`src/rtl/pipe_ctrl_unit.sv`:
```
// pipe_ctrl_unit: ID decode, ID/EX -> EX/MEM -> MEM/WB control pipeline, hazard stall and halt-drain FSM.
// Define PIPE_CTRL_BRANCH_EN to add branch/jump decode, the flush input and the jump/branch outputs.
module pipe_ctrl_unit #(
  parameter int REG_AW       = 5,
  parameter int XLEN         = 32,
  parameter int HALT_CODE    = 10,
  parameter int HALT_REG     = 17,
  parameter int DRAIN_CYCLES = 3
) (
  input  logic              clk,
  input  logic              reset,
  input  logic [6:0]        id_opcode,
  input  logic [REG_AW-1:0] id_rs1,
  input  logic [REG_AW-1:0] id_rs2,
  input  logic [REG_AW-1:0] id_rd,
  input  logic [XLEN-1:0]   id_a7,
`ifdef PIPE_CTRL_BRANCH_EN
  input  logic              flush,
  output logic              ex_is_jal,
  output logic              ex_is_jalr,
  output logic              ex_branch,
  output logic              wb_pc_to_reg,
`endif
  output logic              stall,
  output logic              ex_alu_src,
  output logic [REG_AW-1:0] ex_rd,
  output logic              mem_mem_read,
  output logic              mem_mem_write,
  output logic [REG_AW-1:0] mem_rd,
  output logic              wb_mem_to_reg,
  output logic              wb_reg_write,
  output logic [REG_AW-1:0] wb_rd,
  output logic              is_halted
);

  localparam logic [6:0] OP_ARITH     = 7'b0110011;
  localparam logic [6:0] OP_ARITH_IMM = 7'b0010011;
  localparam logic [6:0] OP_LOAD      = 7'b0000011;
  localparam logic [6:0] OP_STORE     = 7'b0100011;
  localparam logic [6:0] OP_ECALL     = 7'b1110011;
`ifdef PIPE_CTRL_BRANCH_EN
  localparam logic [6:0] OP_BRANCH    = 7'b1100011;
  localparam logic [6:0] OP_JAL       = 7'b1101111;
  localparam logic [6:0] OP_JALR      = 7'b1100111;
`endif

  localparam logic [REG_AW-1:0] HALT_RD    = REG_AW'(HALT_REG);
  localparam logic [XLEN-1:0]   HALT_A7    = XLEN'(HALT_CODE);
  localparam logic [3:0]        DRAIN_LOAD = 4'(DRAIN_CYCLES);

  typedef enum logic [1:0] {RUN, DRAIN, HALTED} state_t;

  state_t state_q, state_d;
  logic [3:0] cnt_q, cnt_d;

  logic dec_alu_src, dec_mem_read, dec_mem_write, dec_mem_to_reg, dec_reg_write;
  logic dec_is_ecall, dec_uses_rs1, dec_uses_rs2;
  logic dec_branch, dec_is_jal, dec_is_jalr, dec_pc_to_reg;

  logic              idex_alu_src_q, idex_mem_read_q, idex_mem_write_q, idex_mem_to_reg_q;
  logic              idex_reg_write_q, idex_branch_q, idex_is_jal_q, idex_is_jalr_q, idex_pc_to_reg_q;
  logic [REG_AW-1:0] idex_rd_q;
  logic              idex_alu_src_d, idex_mem_read_d, idex_mem_write_d, idex_mem_to_reg_d;
  logic              idex_reg_write_d, idex_branch_d, idex_is_jal_d, idex_is_jalr_d, idex_pc_to_reg_d;
  logic [REG_AW-1:0] idex_rd_d;

  logic              exmem_mem_read_q, exmem_mem_write_q, exmem_mem_to_reg_q;
  logic              exmem_reg_write_q, exmem_pc_to_reg_q;
  logic [REG_AW-1:0] exmem_rd_q;

  logic              memwb_mem_to_reg_q, memwb_reg_write_q, memwb_pc_to_reg_q;
  logic [REG_AW-1:0] memwb_rd_q;

  logic flush_w, load_use, a7_pending, ecall_hz, hazard, halt_req, bubble;

`ifdef PIPE_CTRL_BRANCH_EN
  assign flush_w = flush;
`else
  assign flush_w = 1'b0;
`endif

  // ID stage: opcode decode
  always_comb begin
    dec_alu_src    = 1'b0;
    dec_mem_read   = 1'b0;
    dec_mem_write  = 1'b0;
    dec_mem_to_reg = 1'b0;
    dec_reg_write  = 1'b0;
    dec_is_ecall   = 1'b0;
    dec_uses_rs1   = 1'b0;
    dec_uses_rs2   = 1'b0;
    dec_branch     = 1'b0;
    dec_is_jal     = 1'b0;
    dec_is_jalr    = 1'b0;
    dec_pc_to_reg  = 1'b0;
    case (id_opcode)
      OP_ARITH: begin
        dec_reg_write = 1'b1;
        dec_uses_rs1  = 1'b1;
        dec_uses_rs2  = 1'b1;
      end
      OP_ARITH_IMM: begin
        dec_alu_src   = 1'b1;
        dec_reg_write = 1'b1;
        dec_uses_rs1  = 1'b1;
      end
      OP_LOAD: begin
        dec_mem_read   = 1'b1;
        dec_mem_to_reg = 1'b1;
        dec_reg_write  = 1'b1;
        dec_alu_src    = 1'b1;
        dec_uses_rs1   = 1'b1;
      end
      OP_STORE: begin
        dec_mem_write = 1'b1;
        dec_alu_src   = 1'b1;
        dec_uses_rs1  = 1'b1;
        dec_uses_rs2  = 1'b1;
      end
      OP_ECALL: dec_is_ecall = 1'b1;
`ifdef PIPE_CTRL_BRANCH_EN
      OP_BRANCH: dec_branch = 1'b1;
      OP_JAL: begin
        dec_is_jal    = 1'b1;
        dec_reg_write = 1'b1;
        dec_pc_to_reg = 1'b1;
      end
      OP_JALR: begin
        dec_is_jalr   = 1'b1;
        dec_reg_write = 1'b1;
        dec_pc_to_reg = 1'b1;
        dec_alu_src   = 1'b1;
      end
`endif
      default: ;
    endcase
    // x0 is hard-wired, so a write to it is never a real write
    if (id_rd == '0) dec_reg_write = 1'b0;
  end

  assign load_use   = idex_mem_read_q && (idex_rd_q != '0) &&
                      ((dec_uses_rs1 && (idex_rd_q == id_rs1)) ||
                       (dec_uses_rs2 && (idex_rd_q == id_rs2)));
  // a7 has no forwarding path into ID, so ecall waits until the writer reaches WB
  assign a7_pending = (idex_reg_write_q && (idex_rd_q == HALT_RD)) ||
                      (exmem_reg_write_q && (exmem_rd_q == HALT_RD));
  assign ecall_hz   = dec_is_ecall && a7_pending;
  assign hazard     = load_use || ecall_hz;
  assign halt_req   = dec_is_ecall && !hazard && (id_a7 == HALT_A7) && !flush_w;

  assign stall      = hazard || (state_q != RUN);
  assign is_halted  = (state_q == HALTED);
  assign bubble     = stall || flush_w;

  always_comb begin
    state_d = state_q;
    cnt_d   = cnt_q;
    case (state_q)
      RUN: begin
        if (halt_req) begin
          state_d = DRAIN;
          cnt_d   = DRAIN_LOAD;
        end
      end
      DRAIN: begin
        if (cnt_q == 4'd1) begin
          state_d = HALTED;
          cnt_d   = 4'd0;
        end else begin
          cnt_d = cnt_q - 4'd1;
        end
      end
      HALTED: ;
      default: begin
        state_d = RUN;
        cnt_d   = 4'd0;
      end
    endcase
  end

  always_comb begin
    idex_alu_src_d    = 1'b0;
    idex_mem_read_d   = 1'b0;
    idex_mem_write_d  = 1'b0;
    idex_mem_to_reg_d = 1'b0;
    idex_reg_write_d  = 1'b0;
    idex_branch_d     = 1'b0;
    idex_is_jal_d     = 1'b0;
    idex_is_jalr_d    = 1'b0;
    idex_pc_to_reg_d  = 1'b0;
    idex_rd_d         = '0;
    if (!bubble) begin
      idex_alu_src_d    = dec_alu_src;
      idex_mem_read_d   = dec_mem_read;
      idex_mem_write_d  = dec_mem_write;
      idex_mem_to_reg_d = dec_mem_to_reg;
      idex_reg_write_d  = dec_reg_write;
      idex_branch_d     = dec_branch;
      idex_is_jal_d     = dec_is_jal;
      idex_is_jalr_d    = dec_is_jalr;
      idex_pc_to_reg_d  = dec_pc_to_reg;
      idex_rd_d         = id_rd;
    end
  end

  always_ff @(posedge clk or posedge reset) begin
    if (reset) begin
      state_q <= RUN;
      cnt_q   <= 4'd0;
    end else begin
      state_q <= state_d;
      cnt_q   <= cnt_d;
    end
  end

  // ID/EX boundary
  always_ff @(posedge clk or posedge reset) begin
    if (reset) begin
      idex_alu_src_q    <= 1'b0;
      idex_mem_read_q   <= 1'b0;
      idex_mem_write_q  <= 1'b0;
      idex_mem_to_reg_q <= 1'b0;
      idex_reg_write_q  <= 1'b0;
      idex_branch_q     <= 1'b0;
      idex_is_jal_q     <= 1'b0;
      idex_is_jalr_q    <= 1'b0;
      idex_pc_to_reg_q  <= 1'b0;
      idex_rd_q         <= '0;
    end else begin
      idex_alu_src_q    <= idex_alu_src_d;
      idex_mem_read_q   <= idex_mem_read_d;
      idex_mem_write_q  <= idex_mem_write_d;
      idex_mem_to_reg_q <= idex_mem_to_reg_d;
      idex_reg_write_q  <= idex_reg_write_d;
      idex_branch_q     <= idex_branch_d;
      idex_is_jal_q     <= idex_is_jal_d;
      idex_is_jalr_q    <= idex_is_jalr_d;
      idex_pc_to_reg_q  <= idex_pc_to_reg_d;
      idex_rd_q         <= idex_rd_d;
    end
  end

  // EX/MEM boundary
  always_ff @(posedge clk or posedge reset) begin
    if (reset) begin
      exmem_mem_read_q   <= 1'b0;
      exmem_mem_write_q  <= 1'b0;
      exmem_mem_to_reg_q <= 1'b0;
      exmem_reg_write_q  <= 1'b0;
      exmem_pc_to_reg_q  <= 1'b0;
      exmem_rd_q         <= '0;
    end else begin
      exmem_mem_read_q   <= idex_mem_read_q;
      exmem_mem_write_q  <= idex_mem_write_q;
      exmem_mem_to_reg_q <= idex_mem_to_reg_q;
      exmem_reg_write_q  <= idex_reg_write_q;
      exmem_pc_to_reg_q  <= idex_pc_to_reg_q;
      exmem_rd_q         <= idex_rd_q;
    end
  end

  // MEM/WB boundary
  always_ff @(posedge clk or posedge reset) begin
    if (reset) begin
      memwb_mem_to_reg_q <= 1'b0;
      memwb_reg_write_q  <= 1'b0;
      memwb_pc_to_reg_q  <= 1'b0;
      memwb_rd_q         <= '0;
    end else begin
      memwb_mem_to_reg_q <= exmem_mem_to_reg_q;
      memwb_reg_write_q  <= exmem_reg_write_q;
      memwb_pc_to_reg_q  <= exmem_pc_to_reg_q;
      memwb_rd_q         <= exmem_rd_q;
    end
  end

  assign ex_alu_src    = idex_alu_src_q;
  assign ex_rd         = idex_rd_q;
  assign mem_mem_read  = exmem_mem_read_q;
  assign mem_mem_write = exmem_mem_write_q;
  assign mem_rd        = exmem_rd_q;
  assign wb_mem_to_reg = memwb_mem_to_reg_q;
  assign wb_reg_write  = memwb_reg_write_q;
  assign wb_rd         = memwb_rd_q;

`ifdef PIPE_CTRL_BRANCH_EN
  assign ex_is_jal    = idex_is_jal_q;
  assign ex_is_jalr   = idex_is_jalr_q;
  assign ex_branch    = idex_branch_q;
  assign wb_pc_to_reg = memwb_pc_to_reg_q;
`else
  // Without branch support these fields stay constant zero and have no consumer.
  logic unused_branch;
  assign unused_branch = idex_branch_q | idex_is_jal_q | idex_is_jalr_q | memwb_pc_to_reg_q;
`endif

endmodule

```
`config.mk`:
```
export PLATFORM = sky130hd
export DESIGN_NAME = pipe_ctrl_unit
export DESIGN_NICKNAME = d
export VERILOG_FILES = /design/src/rtl/pipe_ctrl_unit.sv
export SDC_FILE = /design/constraint.sdc
export NUM_CORES = 1
export LEC_CHECK = 0
export ABC_AREA = 0
export CAP_MARGIN = 25
export CORE_MARGIN = 3
export CORE_UTILIZATION = 40
export CTS_BUF_LIST = sky130_fd_sc_hd__clkbuf_16
export DETAILED_ROUTE_END_ITERATION = 8
export PLACE_DENSITY_LB_ADDON = 0.12
export SLEW_MARGIN = 25
export SYNTH_ARGS = -nofsm -noshare
export SYNTH_HDL_FRONTEND = slang
export SYNTH_SLANG_ARGS = --single-unit
export TNS_END_PERCENT = 100
```
`constraint.sdc`:
```
create_clock -name clk -period 5.45 [get_ports clk]
set_clock_uncertainty 0.2 [all_clocks]
set_input_delay 1.635 -clock clk [delete_from_list [all_inputs] [get_ports clk]]
set_output_delay 1.635 -clock clk [all_outputs]
set_load 0.02 [all_outputs]
```
==> results of run 1 <==
==> cells by family (layout without fill, tap and decap cells) <==
group | Yosys count | count (layout)
adders and majority gates | 2 | 2
AOI/OAI and AO/OA | 15 | 15
and+or+nand+nor | 49 | 49
xor gates and xnor gates | 11 | 11
buffers and inverters | 6 | 91
DFF | 30 | 30
==> through the flow <==
| step | instance area, um^2 | hold WS (ns) |
|---|---|---|
| 2_1_floorplan | 1310 | 0.131 |
| 3_3_place_gp | 2130 | 0.137 |
| 3_5_place_dp | 2130 | 0.146 |
| 4_1_cts | 2270 | 0.169 |
| 5_1_grt | 2270 | 0.178 |
| 6_report | 2270 | 0.163 |
==> metal layers <==
metal | up-vias | GRT usage, % | wire, um
li1 | 570 | - | -
met2 | 26 | 32.7 | 1870
met5 | - | 0 | 0
met3 | 7 | 6.24 | 153
met1 | 536 | 22.1 | 1360
met4 | 0 | 7.44 | 56
==> cell usage after synthesis <==
| library cell | number | area share, % |
|---|---|---|
| a21o_1 | 2 | 1.2 |
| a21oi_1 | 1 | 0.38 |
| a311o_2 | 1 | 0.86 |
| a31oi_2 | 1 | 0.96 |
| and2_1 | 5 | 2.4 |
| and2b_1 | 2 | 1.2 |
| and3_1 | 5 | 2.4 |
| buf_6 | 1 | 0.86 |
| clkbuf_1 | 1 | 0.29 |
| dfrtp_1 | 30 | 58 |
| ha_1 | 2 | 1.9 |
| inv_1 | 4 | 1.2 |
| nand2_1 | 5 | 1.4 |
| nand2b_1 | 2 | 0.96 |
| nand3_1 | 3 | 1.2 |
| nand4_1 | 3 | 1.4 |
| nor2_1 | 3 | 0.86 |
| nor2b_1 | 6 | 2.9 |
| nor3_1 | 4 | 1.5 |
| nor3b_1 | 1 | 0.58 |
| nor4_1 | 6 | 2.9 |
| nor4bb_1 | 2 | 1.5 |
| o21ai_0 | 4 | 1.5 |
| o22ai_1 | 2 | 0.96 |
| o31a_1 | 3 | 2.0 |
| o31ai_1 | 1 | 0.58 |
| or3_1 | 1 | 0.48 |
| or4b_1 | 1 | 0.77 |
| xnor2_1 | 10 | 6.7 |
| xor2_1 | 1 | 0.67 |
==> critical path, delay by kind of cell <==
kind / cells / cell delay (ns)
AOI/OAI and AO/OA: 1 / 0.11
buffers and inverters: 4 / 0.91
and+or+nand+nor: 2 / 0.49
==> repair_timing <==
| item | CTS | global route |
|---|---|---|
| resized for setup | 0 | 1 |
| endpoints found under the hold margin | 0 | 0 |
| setup endpoints to repair | 0 | 1 |
==> area by class of cell <==
type / count / share of cell area, %
Clock buffer: 5 / 5.50
Inverter: 4 / 0.660
Multi-Input combinational cell: 77 / 23.0
Sequential cell: 30 / 33.0
Timing Repair Buffer: 79 / 34.7
Tap cell: 44 / 2.42
Clock inverter: 3 / 0.715
==> worst paths after layout <==
kind                                   from                 end  slack, ns  depth (start not counted)
setup / recovery               id_opcode[0]               stall       0.47                          7
hold / removal             idex_mem_write_q       mem_mem_write       0.16                          0
setup reg to reg                  mem_rd[1]          ex_alu_src       3.36                          6
hold reg to reg            idex_mem_write_q       mem_mem_write       0.16                          0
max in group asynchronous             reset            ex_rd[2]       3.10                          2
min in group asynchronous             reset  exmem_mem_to_reg_q       1.56                          2
==> where the power goes <==
| group | internal, mW | switching, mW | leakage (nW) |
|---|---|---|---|
| Sequential | 0.230 | 0.00535 | 0.373 |
| Combinational | 0.0535 | 0.0271 | 0.540 |
| Clock | 0.166 | 0.0886 | 0.0672 |
| Total | 0.449 | 0.121 | 0.981 |
==> run metrics, run 1 <==
status complete, no violations; # IOs 78; wire length of the first global-routing pass 5800 um; synthesized flop and latch total 30; Vias per Instance 4.71; largest family of logic cells by synthesized area simple AND/OR/NAND/NOR gates; Syn. warnings 0; most frequent cells in the layout 76 x clkdlybuf4s50_1, 30 x dfrtp_1, 10 x xnor2_1; clk sinks 30; leak pwr 0.981 nW; via count 1,139; num rows 20; Starting DRT DRC Count 37; Placed Instances 234; die area 0.00398 mm^2; I/O Buffers 77; FF+latch area 751 um^2; final net count 255; final global-route overflow total 0; Post-Synth Simple-Gate Area 22.4%; critical-path cell list clkdlybuf4s50_1 > nor4bb_1 > buf_4 > and2b_1 > a31oi_2 > inv_1 > dlymetal6s2s_1; fin cells 242; Hold Crit Class flop to flop; Routed Antenna Nets 0; area of the multi-input gates 524 um^2; Setup CP Type primary input to output pin; Hold Fails Final Rpt 0; initial antenna violation count 0; synthesized area 0.00131 mm^2; fin worst setup slack 0.467 ns; Clk Latency, worst-skew pair 0.27 ns; DPL Wire Length 2720 um; commonest non-fill, non-tap cell in the layout clkdlybuf4s50_1; post-CTS setup buffer count 0; Post-Synth Adder-Cell Area 1.92%; Cells after Synth 113; number of global-route vias before repair 1,238; die width 63.1 um; DRT Wirelength 3440 um; Worst Path Arrival 3.15 ns; layout cells sized above 1 6.06%; CP startpoint kind primary input; actual slew at the worst max-slew pin 0.598 ns; DP Worst Slack 0.124 ns; CP Data Required Time 3.62 ns; fin. max-slew vios 0; Pwr Density 251 mW/mm^2; Unique masters post-synth 30; core area 0.00308 mm^2; Num CTS Buffers 5; Post-route DRC 0; CP max stage cell clkdlybuf4s50_1; die height 63.1 um; Tmin final 4.98 ns; CTS Hold Buffers Added 0; CTS Buffer Depth 2; Tcrit/Tclk final 91.4%; Syn Nets 171; sequential area share after synthesis 57.5%; peak supply drop 0.273 mV; H-Tree Depth 2; max_slew headroom 60.1%; diodes inserted 0; largest net degree at the start of global routing 31; XOR/XNOR Fraction of Synth Area 7.38%; CP endpoint kind output pin; Fmax 0.201 GHz; Total Power 0.570 mW; setup TNS 0 ns; syn_area_per_cell 11.5 um^2; RSZ-0062 raised after global routing no; final setup fails 0; Final GP Congestion 0.730; CTS tree built; GRT Overall Usage 19.1%; Root Buffer clkbuf_16; CP Max Fanout 5; DRT Pass-1 Iters 4; mux cell area share after synthesis 0%; Starting Density 42.4%; max_cap viols 0; clock-pin transition on the worst setup and hold timing paths 0.05 ns; Area Overhead vs Synth 74.3%; CP max stage delay 0.46 ns; WL/cell 14.2 um; Final Core Density 73.9%; compound-gate portion of the synthesized area 8.44%; Fill cells 220
No activity file was read; power rests on OpenSTA's default activity.
==> run 2: changes to the inputs <==
--- a/config.mk
+++ b/config.mk
@@ -12,6 +12,7 @@
 export CTS_BUF_LIST = sky130_fd_sc_hd__clkbuf_16
 export DETAILED_ROUTE_END_ITERATION = 8
 export PLACE_DENSITY_LB_ADDON = 0.12
+export SETUP_SLACK_MARGIN = 0.05
 export SLEW_MARGIN = 25
 export SYNTH_ARGS = -nofsm -noshare
 export SYNTH_HDL_FRONTEND = slang
==> results of run 2 <==
Final layout, timing and power as in run 1 (identical DEF).
==> run 3: changes to the inputs <==
--- a/config.mk
+++ b/config.mk
@@ -11,6 +11,7 @@
 export CORE_UTILIZATION = 40
 export CTS_BUF_LIST = sky130_fd_sc_hd__clkbuf_16
 export DETAILED_ROUTE_END_ITERATION = 8
+export GPL_ROUTABILITY_DRIVEN = 0
 export PLACE_DENSITY_LB_ADDON = 0.12
 export SETUP_SLACK_MARGIN = 0.05
 export SLEW_MARGIN = 25
==> results of run 3 <==
Final layout, timing and power as in run 1 (identical DEF).
